--- src/rtl/axil_ram_ctrl_if.sv ---
// AXI4-Lite slave bus bundle for the RAM controller front end.
// The master drives addresses, data and the response-ready strobes;
// the slave returns the address/data readies and the B/R responses.
interface axil_ram_ctrl_if #(
    parameter int DATA_WIDTH     = 8,
    parameter int AXI_ADDR_WIDTH = 8
);
    logic [AXI_ADDR_WIDTH-1:0] s_awaddr;
    logic                      s_awvalid;
    logic                      s_awready;
    logic [DATA_WIDTH-1:0]     s_wdata;
    logic                      s_wvalid;
    logic                      s_wready;
    logic [1:0]                s_bresp;
    logic                      s_bvalid;
    logic                      s_bready;
    logic [AXI_ADDR_WIDTH-1:0] s_araddr;
    logic                      s_arvalid;
    logic                      s_arready;
    logic [DATA_WIDTH-1:0]     s_rdata;
    logic [1:0]                s_rresp;
    logic                      s_rvalid;
    logic                      s_rready;

    modport master (
        output s_awaddr, s_awvalid, s_wdata, s_wvalid, s_bready,
        output s_araddr, s_arvalid, s_rready,
        input  s_awready, s_wready, s_bresp, s_bvalid,
        input  s_arready, s_rdata, s_rresp, s_rvalid
    );

    modport slave (
        input  s_awaddr, s_awvalid, s_wdata, s_wvalid, s_bready,
        input  s_araddr, s_arvalid, s_rready,
        output s_awready, s_wready, s_bresp, s_bvalid,
        output s_arready, s_rdata, s_rresp, s_rvalid
    );
endinterface

--- src/rtl/axil_ram_ctrl.sv ---
// AXI4-Lite slave that turns single-beat writes and reads into one
// port-0 access of the dual-port RAM. One transaction in flight at a
// time; simultaneous write and read requests alternate round-robin.
// Out-of-range addresses skip the RAM and answer SLVERR.
module axil_ram_ctrl #(
    parameter int DATA_WIDTH     = 8,
    parameter int AXI_ADDR_WIDTH = 8,
    parameter int RAM_ADDR_WIDTH = 4,
    parameter int DEPTH          = 16
) (
    input  logic                      clk,
    input  logic                      rst,
    axil_ram_ctrl_if.slave            s_axil,
    output logic                      ram_port_en,
    output logic                      ram_wr_en,
    output logic                      ram_rd_en,
    output logic [RAM_ADDR_WIDTH-1:0] ram_addr,
    output logic [DATA_WIDTH-1:0]     ram_data_in,
    input  logic [DATA_WIDTH-1:0]     ram_data_out
);

    localparam logic [1:0] RESP_OKAY   = 2'b00;
    localparam logic [1:0] RESP_SLVERR = 2'b10;

    // One extra bit so DEPTH itself is representable for the range check
    localparam logic [AXI_ADDR_WIDTH:0] LP_DEPTH = DEPTH[AXI_ADDR_WIDTH:0];

    typedef enum logic [2:0] {
        ST_IDLE,
        ST_WR_EXEC,
        ST_WR_RESP,
        ST_RD_EXEC,
        ST_RD_WAIT,
        ST_RD_RESP
    } state_t;

    state_t                    r_state;
    state_t                    w_next_state;
    logic                      r_prio_rd;
    logic [RAM_ADDR_WIDTH-1:0] r_addr;
    logic [DATA_WIDTH-1:0]     r_wdata;
    logic [DATA_WIDTH-1:0]     r_rdata;
    logic [1:0]                r_bresp;
    logic [1:0]                r_rresp;

    logic w_wr_req;
    logic w_rd_req;
    logic w_wr_err;
    logic w_rd_err;
    logic w_grant_wr;
    logic w_grant_rd;

    assign w_wr_req = s_axil.s_awvalid && s_axil.s_wvalid;
    assign w_rd_req = s_axil.s_arvalid;
    assign w_wr_err = ({1'b0, s_axil.s_awaddr} >= LP_DEPTH);
    assign w_rd_err = ({1'b0, s_axil.s_araddr} >= LP_DEPTH);

    assign s_axil.s_bresp = r_bresp;
    assign s_axil.s_rresp = r_rresp;
    assign s_axil.s_rdata = r_rdata;
    assign ram_addr       = r_addr;
    assign ram_data_in    = r_wdata;

    // State register; reset abandons any access or pending response
    always_ff @(posedge clk) begin
        if (rst) begin
            r_state <= ST_IDLE;
        end else begin
            r_state <= w_next_state;
        end
    end

    // Arbitration, handshake readies, RAM strobes and next-state decode
    always_comb begin
        w_next_state      = r_state;
        w_grant_wr        = 1'b0;
        w_grant_rd        = 1'b0;
        s_axil.s_awready  = 1'b0;
        s_axil.s_wready   = 1'b0;
        s_axil.s_arready  = 1'b0;
        s_axil.s_bvalid   = 1'b0;
        s_axil.s_rvalid   = 1'b0;
        ram_port_en       = 1'b0;
        ram_wr_en         = 1'b0;
        ram_rd_en         = 1'b0;
        case (r_state)
            ST_IDLE: begin
                if (!rst) begin
                    if (w_wr_req && (!w_rd_req || !r_prio_rd)) begin
                        w_grant_wr       = 1'b1;
                        s_axil.s_awready = 1'b1;
                        s_axil.s_wready  = 1'b1;
                        w_next_state     = w_wr_err ? ST_WR_RESP : ST_WR_EXEC;
                    end else if (w_rd_req) begin
                        w_grant_rd       = 1'b1;
                        s_axil.s_arready = 1'b1;
                        w_next_state     = w_rd_err ? ST_RD_RESP : ST_RD_EXEC;
                    end
                end
            end
            ST_WR_EXEC: begin
                ram_port_en  = 1'b1;
                ram_wr_en    = 1'b1;
                w_next_state = ST_WR_RESP;
            end
            ST_WR_RESP: begin
                s_axil.s_bvalid = 1'b1;
                if (s_axil.s_bready) begin
                    w_next_state = ST_IDLE;
                end
            end
            ST_RD_EXEC: begin
                ram_port_en  = 1'b1;
                ram_rd_en    = 1'b1;
                w_next_state = ST_RD_WAIT;
            end
            ST_RD_WAIT: begin
                w_next_state = ST_RD_RESP;
            end
            ST_RD_RESP: begin
                s_axil.s_rvalid = 1'b1;
                if (s_axil.s_rready) begin
                    w_next_state = ST_IDLE;
                end
            end
            default: begin
                w_next_state = ST_IDLE;
            end
        endcase
    end

    // Latch address/data/response at the grant, flip priority, capture RAM read data
    always_ff @(posedge clk) begin
        if (rst) begin
            r_prio_rd <= 1'b0;
            r_addr    <= '0;
            r_wdata   <= '0;
            r_rdata   <= '0;
            r_bresp   <= RESP_OKAY;
            r_rresp   <= RESP_OKAY;
        end else begin
            if (w_grant_wr) begin
                r_prio_rd <= 1'b1;
                r_addr    <= s_axil.s_awaddr[RAM_ADDR_WIDTH-1:0];
                r_wdata   <= s_axil.s_wdata;
                r_bresp   <= w_wr_err ? RESP_SLVERR : RESP_OKAY;
            end
            if (w_grant_rd) begin
                r_prio_rd <= 1'b0;
                r_addr    <= s_axil.s_araddr[RAM_ADDR_WIDTH-1:0];
                r_rdata   <= '0;
                r_rresp   <= w_rd_err ? RESP_SLVERR : RESP_OKAY;
            end
            if (r_state == ST_RD_WAIT) begin
                r_rdata <= ram_data_out;
            end
        end
    end

endmodule

--- src/flat_wrapper.sv ---
// flat-port wrapper written by rule: the top's interface ports become plain ports
module axil_ram_ctrl_flat 
#(
    parameter int DATA_WIDTH     = 8,
    parameter int AXI_ADDR_WIDTH = 8,
    parameter int RAM_ADDR_WIDTH = 4,
    parameter int DEPTH          = 16
)
  (clk, rst, ram_port_en, ram_wr_en, ram_rd_en, ram_addr, ram_data_in, ram_data_out, s_axil_s_awaddr, s_axil_s_awvalid, s_axil_s_wdata, s_axil_s_wvalid, s_axil_s_bready, s_axil_s_araddr, s_axil_s_arvalid, s_axil_s_rready, s_axil_s_awready, s_axil_s_wready, s_axil_s_bresp, s_axil_s_bvalid, s_axil_s_arready, s_axil_s_rdata, s_axil_s_rresp, s_axil_s_rvalid);
  axil_ram_ctrl_if #(.DATA_WIDTH(DATA_WIDTH), .AXI_ADDR_WIDTH(AXI_ADDR_WIDTH)) s_axil_i ();
  input  logic clk;
  input  logic rst;
  output logic ram_port_en;
  output logic ram_wr_en;
  output logic ram_rd_en;
  output logic [RAM_ADDR_WIDTH-1:0] ram_addr;
  output logic [DATA_WIDTH-1:0] ram_data_in;
  input  logic [DATA_WIDTH-1:0] ram_data_out;
  input wire logic [$bits(s_axil_i.s_awaddr)-1:0] s_axil_s_awaddr;
  input wire logic [$bits(s_axil_i.s_awvalid)-1:0] s_axil_s_awvalid;
  input wire logic [$bits(s_axil_i.s_wdata)-1:0] s_axil_s_wdata;
  input wire logic [$bits(s_axil_i.s_wvalid)-1:0] s_axil_s_wvalid;
  input wire logic [$bits(s_axil_i.s_bready)-1:0] s_axil_s_bready;
  input wire logic [$bits(s_axil_i.s_araddr)-1:0] s_axil_s_araddr;
  input wire logic [$bits(s_axil_i.s_arvalid)-1:0] s_axil_s_arvalid;
  input wire logic [$bits(s_axil_i.s_rready)-1:0] s_axil_s_rready;
  output wire logic [$bits(s_axil_i.s_awready)-1:0] s_axil_s_awready;
  output wire logic [$bits(s_axil_i.s_wready)-1:0] s_axil_s_wready;
  output wire logic [$bits(s_axil_i.s_bresp)-1:0] s_axil_s_bresp;
  output wire logic [$bits(s_axil_i.s_bvalid)-1:0] s_axil_s_bvalid;
  output wire logic [$bits(s_axil_i.s_arready)-1:0] s_axil_s_arready;
  output wire logic [$bits(s_axil_i.s_rdata)-1:0] s_axil_s_rdata;
  output wire logic [$bits(s_axil_i.s_rresp)-1:0] s_axil_s_rresp;
  output wire logic [$bits(s_axil_i.s_rvalid)-1:0] s_axil_s_rvalid;
  assign s_axil_i.s_awaddr = s_axil_s_awaddr;
  assign s_axil_i.s_awvalid = s_axil_s_awvalid;
  assign s_axil_i.s_wdata = s_axil_s_wdata;
  assign s_axil_i.s_wvalid = s_axil_s_wvalid;
  assign s_axil_i.s_bready = s_axil_s_bready;
  assign s_axil_i.s_araddr = s_axil_s_araddr;
  assign s_axil_i.s_arvalid = s_axil_s_arvalid;
  assign s_axil_i.s_rready = s_axil_s_rready;
  assign s_axil_s_awready = s_axil_i.s_awready;
  assign s_axil_s_wready = s_axil_i.s_wready;
  assign s_axil_s_bresp = s_axil_i.s_bresp;
  assign s_axil_s_bvalid = s_axil_i.s_bvalid;
  assign s_axil_s_arready = s_axil_i.s_arready;
  assign s_axil_s_rdata = s_axil_i.s_rdata;
  assign s_axil_s_rresp = s_axil_i.s_rresp;
  assign s_axil_s_rvalid = s_axil_i.s_rvalid;
  axil_ram_ctrl #(.DATA_WIDTH(DATA_WIDTH), .AXI_ADDR_WIDTH(AXI_ADDR_WIDTH), .RAM_ADDR_WIDTH(RAM_ADDR_WIDTH), .DEPTH(DEPTH)) u_core (.clk(clk), .rst(rst), .s_axil(s_axil_i), .ram_port_en(ram_port_en), .ram_wr_en(ram_wr_en), .ram_rd_en(ram_rd_en), .ram_addr(ram_addr), .ram_data_in(ram_data_in), .ram_data_out(ram_data_out));
endmodule
--- config.mk ---
export PLATFORM = sky130hd
export DESIGN_NAME = axil_ram_ctrl_flat
export DESIGN_NICKNAME = d
export VERILOG_FILES = /design/src/rtl/axil_ram_ctrl_if.sv /design/src/rtl/axil_ram_ctrl.sv /design/src/flat_wrapper.sv
export SDC_FILE = /design/constraint.sdc
export NUM_CORES = 1
export LEC_CHECK = 0
export BUFFER_PORTS_ARGS = -buffer_cell sky130_fd_sc_hd__buf_2
export CAP_MARGIN = 15
export CORE_UTILIZATION = 39
export CTS_BUF_LIST = sky130_fd_sc_hd__clkbuf_16
export CTS_CLUSTER_SIZE = 28
export DETAILED_ROUTE_END_ITERATION = 12
export PLACE_DENSITY = 0.76
export SYNTH_ARGS = -nofsm -noshare
export SYNTH_HDL_FRONTEND = slang
export SYNTH_SLANG_ARGS = --single-unit
--- constraint.sdc ---
create_clock -name clk -period 1.4 [get_ports clk]
set_input_delay 0.28 -clock clk [delete_from_list [all_inputs] [get_ports clk]]
set_output_delay 0.28 -clock clk [all_outputs]
set_load 0.05 [all_outputs]
Word-level counts from Yosys, hierarchy flattened
Index checks and enable logic that the tools add are counted.

cells by class
  order comparisons = 2
  equality and inequality tests = 8
  mux-type cells = 25
  reductions and logical operators = 11

operators by type and width
  operator                                               number
  case mux 3 bit (6 select lines)                        1
  >= comparator 8 x 5 -> 1 bit, second input constant    2
  2-to-1 mux 8 bit                                       2
  2-to-1 mux 3 bit                                       5
  2-to-1 mux 1 bit                                       12
  2-to-1 mux 4 bit                                       2
  == test 3 x 2 -> 1 bit, second input constant          2
  == test 3 bit, second input constant                   2
  2-to-1 mux 2 bit                                       3
  inequality test 2 bit, second input constant           2
  nonzero test 2 bit                                     2
  OR reduction 2 bit                                     2
  == test 3 x 1 -> 1 bit, second input constant          1
  zero test 3 bit                                        1
  inequality test 3 x 2 -> 1 bit, second input constant  1
  AND reduction 3 bit                                    1
  logical AND 1 bit                                      2
  zero test 1 bit                                        2
  logical OR 1 bit                                       1

word-level totals
  register bits after elaboration = 28
  output and inout bits = 32
  word-level logic and storage cells = 53

Longest topological paths before layout
Gate-level depths: netlist (run 1).

  depth after elaboration = 8
  depth in mapped cells = 7
  depth with buffers taken out = 5

Least setup slack after synthesis (run 1)
OpenSTA, ideal clock, no wires.

  path type = register to output
  start = register u_core.r_state[2]
  end = output port s_axil_s_wready
  data arrival time = 2001 ps
  data required time = 1120 ps
  slack = -881 ps
  stages on the path, launching flop included = 7
  buffers on the path = 3
  cell sequence = dfxtp_1 > buf_6 > nor3_4 > nand3_1 > buf_2 > nor2_1 > buf_4

between the ends
  word-level cells in the longest chain between the ends = 2

RTL lines
  element                 line                 RTL
  from (decl)             axil_ram_ctrl.sv:37  state_t r_state;
  from (signal assigned)  axil_ram_ctrl.sv:69  r_state <= w_next_state;
  zero test 3 bit         n/a
  2-to-1 mux 1 bit        n/a
  to (decl)               flat_wrapper.sv:28   output wire logic [$bits(s_axil_i.s_wready)-1:0] s_axil_s_wready;

No other way between the ends.

Worst setup path after layout (run 1)
  start = register u_core.r_state[0]
  end = output port s_axil_s_wready

between the ends
  word-level cells in the longest chain between the ends = 2

RTL lines
  element           line                 RTL
  zero test 3 bit   axil_ram_ctrl.sv:86  case (r_state)
  2-to-1 mux 1 bit  axil_ram_ctrl.sv:86

No other way between the ends.

==> results of run 1 <==
sequential cells by signal (all words and copies together), names as in the netlist:
| register | cells |
|---|---|
| u_core.s_axil.s_bresp | 1 |
| u_core.ram_data_in | 8 |
| u_core.r_prio_rd | 1 |
| u_core.r_state | 3 |
| u_core.s_axil.s_rresp | 1 |
| u_core.ram_addr | 4 |
| u_core.s_axil.s_rdata | 8 |
kinds of logic (layout without fill, tap and decap cells):
kind of cell / after synthesis / in the layout
AOI/OAI and AO/OA: 35 / 35
buffers and inverters: 18 / 96
DFF: 26 / 26
muxes: 2 / 2
other: 1 / 2
and+or+nand+nor: 70 / 70
worst max-delay path by stage:
stage                            to  cells after the start
detailed placement  s_axil_s_wready                      4
finish              s_axil_s_wready                      4
floorplan           s_axil_s_wready                      6
global placement    s_axil_s_wready                      4
CTS                 s_axil_s_wready                      4
global route        s_axil_s_wready                      4
final cells by class:
class                      count  area [um2]
sequential                    26         522
inverter                       5        23.8
clock buffer                   3        75.1
tap                           44        55.1
timing repair buffer          87         573
fill                         282        1090
clock inverter                 1        30.0
multi-input combinational    109         662
placed cells by master (no fill, tap or decap), types with 2 or more instances in the layout:
master     count
nor4_1         2
nand2_1       34
nor2_1         8
buf_2         60
nand2_2        3
nor2_2         3
conb_1         2
o21ai_0        2
nand3_1        8
buf_12         2
and2_1         2
dfxtp_1       25
a211oi_1       3
inv_1          3
clkbuf_16      3
buf_6         10
a21oi_1       19
mux2i_1        2
buf_4         14
a311oi_2       4
worst max-delay path: cells and delay by family, from the launching register on:
family | cells | cell delay, ps
and+or+nand+nor | 3 | 550
DFF | 1 | 340
buffers and inverters | 1 | 170
Yosys cell counts:
master     count  share of area (%)
a21oi_1       19                7.7
nor3_4         1                1.3
o31ai_1        1               0.61
clkinv_2       1               0.40
a211oi_1       4                2.4
and3_1         1               0.50
nand2_1       37                 11
nor4b_1        1               0.71
nor4_1         2                1.0
o2111ai_4      1                2.1
nor2b_1        1               0.50
buf_8          1                1.2
buf_4          4                2.4
and2_1         2                1.0
a311oi_2       4                4.8
a211o_1        1               0.71
buf_6          2                1.8
o21ai_1        1               0.40
inv_1          4                1.2
nor3b_1        2                1.2
conb_1         1               0.30
nor2_1        12                3.6
o21ai_0        2               0.81
a21boi_0       1               0.61
a31oi_1        1               0.50
clkbuf_2       1               0.40
nand3_1        9                3.6
nor3_2         1               0.81
and2b_1        1               0.61
mux2i_1        2                1.6
clkbuf_1       2               0.61
dfxtp_1       26                 42
buf_2          3                1.2
metal layers:
layer	share of wire, %	global-route usage (%)
met4	1.2	6.12
met5	0	0
met3	5.3	3.52
met1	44	24.3
met2	49	35.3
what timing repair did:
action / in CTS / in global routing
resized for setup: 19 / 12
buffers inserted: 3 / 1
hold buffers: 0 / 0
pin swaps: 4 / 3
endpoints found under the setup margin: 8 / 23
where the power goes:
part           switching, mW  internal, mW
clock network          0.242         0.568
registers             0.0752         0.857
logic                  0.917         0.524
total                   1.24          1.95
through the flow:
stage          cell area, um2  worst slack, ps  setup TNS (ps)
2_1_floorplan            1290             -299            -818
3_3_place_gp             1710            -35.4           -70.2
3_5_place_dp             1710            -49.7           -99.4
4_1_cts                  1900             -205           -1120
5_1_grt                  1940             -238           -1730
6_report                 1940             -201           -1160
==> metrics.txt, run 1 <==
CTS Buf Count 3; Mapped Cells 152; hold depth 3; sequential element share of the synthesized area 42.0%; Yosys reg bits 26; worst hold slack ~260 ps; mean number of vias per cell 4.85; DRC violations left 0; Hold EP u_core.ram_data_in[7]; ANT nets after route 0; Die H around 58 um; final setup margin -201 ps; Worst EP arrival 1320 ps; mean post-synth cell area 8.16 um2; Rows 20; Critical R2R Capture u_core.ram_addr[1]; 1st-iter DRT viols 38; FF-to-FF Start u_core.r_state[0]; io pins 71; layout cells sized above 1 between 40% and 50%; antenna cells 0; Crit. End Element output port; Clock Tree Root clkbuf_16; first-pass GRT wire length between 5 and 6 mm; clk sinks 26; Initial Util 41.0%; CP cell instances nor3_4 -> nand3_2 -> nor2_4 -> buf_6; MaxCap Viol Count 0; min-delay src s_axil_s_wdata[7]; initial antenna violation count 0; Synth Area in Simple Gates about a quarter; die area 3410 um2; post-synthesis adder-cell area fraction 0%; Clock Latency Late Sink 250 ps; Fin. Hold Viols 0; IO buf count between 60 and 70; static leakage around 0.87 nW; vias in the first global route about 1200; DR vias about 1300; Worst Setup Start Kind flip-flop; Compound-Gate Fraction of Synth Area between 20% and 30%; final non-filler cell total approximately 280; Detailed Route WL 3.26 mm; FMAX about 0.62 GHz; RSZ-0062 raised after global routing true; period utilization 114%; Critical-path top delay cell dfxtp_2; violations in the final reports negative setup slack; WP data required roughly 1100 ps; Placer Congestion ~0.89; mapped cell area between 1000 and 1500 um2; largest net degree at the start of global routing 18; multiplexer area fraction after synthesis around 1.6%; slowest stage delay, CP 340 ps; pwr/cell area ~1600 nW/um2; die width slightly below 60 um; area growth from synthesis to layout 56.5%; core area 3030 um2; setup violators final 8; clk slew on worst S/H paths 60 ps; Tot Pwr 3.18 mW; GRT Residual Overflow 0; H-tree levels 1; Crit Path Max Fanout 4; placed wire-length estimate 2.39 mm; CP startpoint u_core.r_state[0]; Setup Crit Path Kind flip-flop to output port; GRT Overall Usage between 15 and 20%; placed instance count between 200 and 300; Nets roughly 270; Synth warnings 0; Reg2Reg Setup Slack around 20 ps; CTS tree yes; largest family of logic cells by synthesized area simple AND/OR/NAND/NOR gates; outcome finished with violations; fin. max-slew vios 0; worst hold path type input port to flip-flop; Max VDD drop a little over 0.0009 V; Final min period ~1600 ps; deepest clock path buffer count 2; Worst Reg-to-Reg Cells 5; Netlist cell types 33; wire per inst around 12 um; Util after Layout 64.1%; TritonRoute pass-1 iters 4; skew final between 3 and 4 ps; Synth Area in XOR/XNOR 0%
(Power assumes the default switching activity.)
==> inputs of run 2 (changes only) <==
--- a/config.mk
+++ b/config.mk
@@ -5,6 +5,7 @@
 export SDC_FILE = /design/constraint.sdc
 export NUM_CORES = 1
 export LEC_CHECK = 0
+export ABC_AREA = 1
 export BUFFER_PORTS_ARGS = -buffer_cell sky130_fd_sc_hd__buf_2
 export CAP_MARGIN = 15
 export CORE_UTILIZATION = 39
==> run 2 against run 1 <==
Against the previous run:
- the run ends with design-rule violations, negative setup slack left
- maximum frequency rose by 7.0%
- register-to-register slack improved by 90 ps
- final area is 2.1% higher
- clock skew barely moved
- cell count is 13% higher
- sequential share of layout area hardly changed
- critical path type unchanged
- highest routed layer unchanged
==> metrics.txt, run 2 <==
core area 3030 um2 (unchanged); pwr/cell area 1840 nW/um2 (+12%); MaxCap Viol Count 0 (unchanged); async set-or-reset flop fraction in the synthesized netlist 0% (unchanged); IO buf count 68 (unchanged); TritonRoute pass-1 iters 10 (+6); wire per inst 9.78 um (-18%); area growth from synthesis to layout 60.7%; Clock Tree Root clkbuf_16; skew final 3.48 ps (+0.424 ps); Post-synth EDFFs 0 (unchanged); antenna cells 0 (unchanged); mean post-synth cell area 6.81 um2 (-17%); clk sinks 26 (unchanged); most common cell in the netlist nand2_1; sequential element share of the synthesized area 42.2% (+0.26 points); Synth warnings 0 (unchanged); Nets 308 (+14%); predominant post-synthesis flop cell dfxtp_1; Reg2Reg Setup Slack 110 ps (+90 ps); DRC violations left 1 (+1); GRT Overall Usage 19.6% (-0.22 points); Worst EP arrival 1220 ps (-100 ps); worst hold slack 244 ps (-16.5 ps); period utilization 107% (-7.5 points); 1st-iter DRT viols 40 (+5.3%); io pins 71 (unchanged); Die H 58.2 um (-0.29%); FMAX 0.669 GHz (+7.0%); RSZ-0062 raised after global routing true; Worst Setup Start Kind flip-flop; GRT Residual Overflow 0 (unchanged); Final min period 1500 ps (-105 ps); first-pass GRT wire length 5.17 mm (-0.14%); largest area contributor in the netlist dfxtp_1; H-tree levels 1 (unchanged); CTS tree yes; commonest non-fill, non-tap cell in the layout buf_2; placed wire-length estimate 2.26 mm (-5.6%); DR vias 1427 (+7.0%); Setup TNS -280 ps (+884 ps); ranking of synthesized cells by area dfxtp_1 (42%), nand2_1 (12%), nor2_1 (9.4%), inv_1 (7.0%), a21oi_1 (4.9%); die area 3390 um2 (-0.58%); Rows 20 (unchanged); mapped cell area 1230 um2 (-0.61%); Detailed Route WL 3.05 mm (-6.5%); CTS Buf Count 3 (unchanged); Filler cells 280 (-0.71%); clk slew on worst S/H paths 60 ps (about the same); top cell type's share of synthesized area 42.2% (+0.26 points); Setup Crit Path Kind flip-flop to output port; final setup margin -95.8 ps (+105 ps); ANT nets after route 0 (unchanged); initial antenna violation count 0 (unchanged); Placer Congestion 0.779 (-12%); Initial Util 40.7% (-0.25 points); fin. max-slew vios 0 (unchanged); most frequent cells after synthesis nand2_1 (41), nor2_1 (31), dfxtp_1 (26); vias in the first global route 1248 (+5.9%); worst hold path type input port to flip-flop; layout cells sized above 1 43.3% (-5.6 points); commonest non-fill, non-tap cells in the layout buf_2 (60), nand2_1 (39), nor2_1 (30); Yosys reg bits 26 (unchanged); Netlist cell types 23 (-30%); deepest clock path buffer count 2 (unchanged); static leakage 1.06 nW (+21%); Crit. End Element output port; Clock Latency Late Sink 260 ps (about the same); Fin. Hold Viols 0 (unchanged); WP data required 1120 ps (about the same); Mapped Cells 181 (+19%); violations in the final reports design-rule violations, negative setup slack; Util after Layout 65.4% (+1.3 points); mean number of vias per cell 4.57 (-5.7%); Max VDD drop 0.000942 V (+2.1%); Crit Path Max Fanout 4 (unchanged); cts hold-fix bufs 0 (unchanged); outcome finished with violations; die width 58.2 um (-0.29%); setup violators final 6 (-2); largest net degree at the start of global routing 15 (-3)
==> run 2: cell types whose count changed after synthesis, sizes merged, moves of 5 or more <==
cell	delta
nor2	+21
buf	-5
a21oi	-6
nand3	+5
inv	+22
o21ai	+8
nand2	+7
==> run 2: layout make-up <==
cell class / count / area (um2) / area share, %
inverter: 26 / 116 / 5.87
clock inverter: 1 / 3.75 / 0.190
tap: 44 / 55.1 / 2.78
clock buffer: 3 / 75.1 / 3.79
timing repair buffer: 88 / 559 / 28.2
multi-input combinational: 124 / 639 / 32.3
sequential: 26 / 532 / 26.8
==> run 2: logic make-up after synthesis <==
kind of cell           count (synthesis)  share of synthesized area [%]
other                                  1                          0.304
AND/OR/NAND/NOR                       98                           36.1
AO/OA/AOI/OAI                         24                           10.1
flip-flops                            26                           42.2
buffers and inverters                 32                           11.3
==> run 2: per-layer routing <==
layer / vias to the layer above / routed length, um / global-route usage [%]
met1: 646 / 1370 / 25.0
met4: 0 / 13 / 6.12
met3: 2 / 154 / 4.46
met5: - / 0 / 0
met2: 44 / 1510 / 32.8
li1: 735 / - / -
==> run 2: timing repair <==
action                     4_1_cts  5_1_grt
setup endpoints to repair        7       22
buffers inserted                 8        2
pin swaps                        2        6
gates resized for setup         21        9
cloned                           0        0
==> run 2: power breakdown <==
part	switching, mW	internal [mW]	total, mW
sequential	0.122	0.924	1.05
combinational	1.29	0.673	1.96
clock	0.247	0.382	0.629
==> run 2: critical path, stage by stage (launching register included) <==
cell	delay, ps
dfxtp_4	360
inv_6	70
nand2_4	60
nor2_8	120
nand3_4	90
clkinvlp_4	120
buf_8	150
==> run 2: through the flow <==
stage	std cells	power [mW]	worst slack [ps]	instance area [um2]
2_1_floorplan	182	2.36	-59.1	1310
3_3_place_gp	299	2.73	50.4	1740
3_5_place_dp	299	2.75	21.1	1740
4_1_cts	311	3.59	-124	1940
5_1_grt	312	3.86	-149	1980
6_report	312	3.64	-95.8	1980
==> run 2: path summary, 6_finish.rpt <==
kind / start / to / depth (start not counted)
worst max-delay path: u_core.r_state[0] / s_axil_s_awready / 6
worst min-delay path: s_axil_s_wdata[2] / u_core.ram_data_in[2] / 3
worst max register to register: u_core.r_state[0] / u_core.r_state[1] / 10
worst min register to register: u_core.s_axil.s_rdata[0] / u_core.s_axil.s_rdata[0] / 2
==> inputs of run 3 (changes only) <==
--- a/config.mk
+++ b/config.mk
@@ -12,7 +12,8 @@
 export CTS_BUF_LIST = sky130_fd_sc_hd__clkbuf_16
 export CTS_CLUSTER_SIZE = 28
 export DETAILED_ROUTE_END_ITERATION = 12
-export PLACE_DENSITY = 0.76
+export PLACE_DENSITY = 0.72
+export REMOVE_ABC_BUFFERS = 1
 export SYNTH_ARGS = -nofsm -noshare
 export SYNTH_HDL_FRONTEND = slang
 export SYNTH_SLANG_ARGS = --single-unit
==> run 3 against run 2 <==
Against the previous run:
- total power fell by 3.3%
- critical path depth did not move
- the run ends with negative setup slack left
- clock power fell by 3.5%
- critical endpoint is now s_axil_s_wready
- worst setup slack improved by 48 ps
==> metrics.txt, run 3 (synthesis gave the netlist of run 2 again) <==
initial antenna violation count 0 (unchanged); 1st-iter DRT viols 40 (unchanged); hold depth 3 (unchanged); final non-filler cell total 310 (-0.64%); placed instance count 300 (+0.33%); FMAX 0.690 GHz (+3.3%); io pins 71 (unchanged); commonest non-fill, non-tap cells in the layout buf_2 (61), nand2_1 (39), nor2_1 (29); deepest clock path buffer count 2 (unchanged); Max VDD drop 0.000872 V (-7.5%); IO buf count 68 (unchanged); ANT nets after route 0 (unchanged); Tot Pwr 3.52 mW (-3.3%); commonest non-fill, non-tap cell in the layout buf_2; layout cells sized above 1 43.2% (-0.050 points); Clock Latency Late Sink 250 ps (about the same); Fin. Hold Viols 0 (unchanged); final setup margin -48.2 ps (+47.6 ps); period utilization 103% (-3.4 points); Clock Tree Root clkbuf_16; TritonRoute pass-1 iters 4 (-6); DRC violations left 0 (-1); clk sinks 26 (unchanged); core area 3030 um2 (unchanged); die width 58.2 um (unchanged); CTS Buf Count 3 (unchanged); H-tree levels 1 (unchanged); GRT Residual Overflow 0 (unchanged); Placer Congestion 0.757 (-2.8%); worst hold path type input port to flip-flop; first-pass GRT wire length 5.11 mm (-1.2%); WP data required 1120 ps (about the same); Final min period 1450 ps (-47.6 ps); outcome finished with violations; Detailed Route WL 3.06 mm (+0.39%); clk slew on worst S/H paths 60 ps (about the same); Rows 20 (unchanged); min-delay src s_axil_s_wdata[1]; Crit Path Max Fanout 4 (unchanged); Crit. End Element output port; Worst EP arrival 1170 ps (-50 ps); DR vias 1366 (-4.3%); GRT Overall Usage 19.5% (-0.13 points); die area 3390 um2 (unchanged); Worst Reg-to-Reg Cells 10 (unchanged); Worst Setup Start Kind flip-flop; placed wire-length estimate 2.18 mm (-3.4%); antenna cells 0 (unchanged); fin. max-slew vios 0 (unchanged); mean number of vias per cell 4.41 (-3.7%); pwr/cell area 1790 nW/um2 (-2.4%); Filler cells 282 (+0.71%); static leakage 1.08 nW (+1.6%); cts hold-fix bufs 0 (unchanged); vias in the first global route 1203 (-3.6%); RSZ-0062 raised after global routing true; Hold EP u_core.ram_data_in[1]; wire per inst 9.88 um (+1.0%); area growth from synthesis to layout 59.2%; Initial Util 40.7% (unchanged); MaxCap Viol Count 0 (unchanged); Die H 58.2 um (unchanged); skew final 1.80 ps (-1.68 ps); setup violators final 4 (-2); Critical R2R Capture u_core.ram_addr[3]; largest net degree at the start of global routing 14 (-1); Reg2Reg Setup Slack 80 ps (-30 ps); Nets 307 (-0.32%); FF-to-FF Start u_core.r_state[1]; Setup Crit Path Kind flip-flop to output port; CTS tree yes; violations in the final reports negative setup slack
[run 3: cell types whose count changed in the layout (fill, tap and decap cells not counted), sizes merged]
cell | before | now
clkinv | 1 | 0
inv | 23 | 26
buf | 88 | 86
clkinvlp | 3 | 0
clkbuf | 3 | 4
[run 3: layout make-up]
cell class / instances / area (um2) / area share [%]
clock buffers: 3 / 75.1 / 3.83
inverters: 26 / 110 / 5.61
multi-input cells: 124 / 632 / 32.2
flip-flops and latches: 26 / 527 / 26.8
well taps: 44 / 55.1 / 2.81
repair buffers: 87 / 563 / 28.7
[run 3: repair_timing]
action                                  CTS  global route
resized for setup                        23            21
hold endpoints to repair                  0             0
endpoints found under the setup margin    8            20
cloned                                    0             1
pin swaps                                 2             4
setup buffers                             6             1
[run 3: worst max path at each step]
stage / start / end / cells after the start
final: u_core.r_state[1] / s_axil_s_wready / 6
after global routing: u_core.r_state[1] / s_axil_s_awready / 6
after floorplan: u_core.r_state[2] / u_core.r_state[1] / 6
after CTS: u_core.r_state[1] / s_axil_s_awready / 6
after global placement: s_axil_s_arvalid / s_axil_s_awready / 7
after detailed placement: s_axil_s_arvalid / s_axil_s_awready / 7
[run 3: routing by layer]
layer	part of all wire (%)	vias up	global-route usage, %	wire, um
met5	0	-	0	0
met4	0.56	0	5.44	17
met3	4.5	2	3.57	139
met2	49	43	34.6	1510
met1	45	590	23.9	1390
li1	-	731	-	-
[run 3: stage by stage]
stage | area (um2) | worst slack (ps) | util (%) | TNS, ps | hold slack [ps]
6_report | 1960 | -48.2 | 64.8 | -162 | 247
5_1_grt | 1960 | -123 | 64.8 | -621 | 257
4_1_cts | 1870 | -109 | 61.8 | -377 | 243
3_5_place_dp | 1680 | 41.1 | 55.5 | 0 | 451
3_3_place_gp | 1680 | 56.0 | 55.5 | 0 | 446
2_1_floorplan | 1190 | -758 | - | -5070 | 342
[run 3: power breakdown]
part	internal [mW]	total, mW	leakage (nW)	switching (mW)
logic	0.625	1.89	0.825	1.26
registers	0.916	1.02	0.214	0.107
clock network	0.377	0.607	0.0370	0.230
[run 3: critical path, cell delays in order (launching register included)]
cell and delay (ps):
dfxtp_2 330, inv_4 70, nand2_4 70, nor2_8 120, nand3_4 90, inv_4 90, buf_8 140
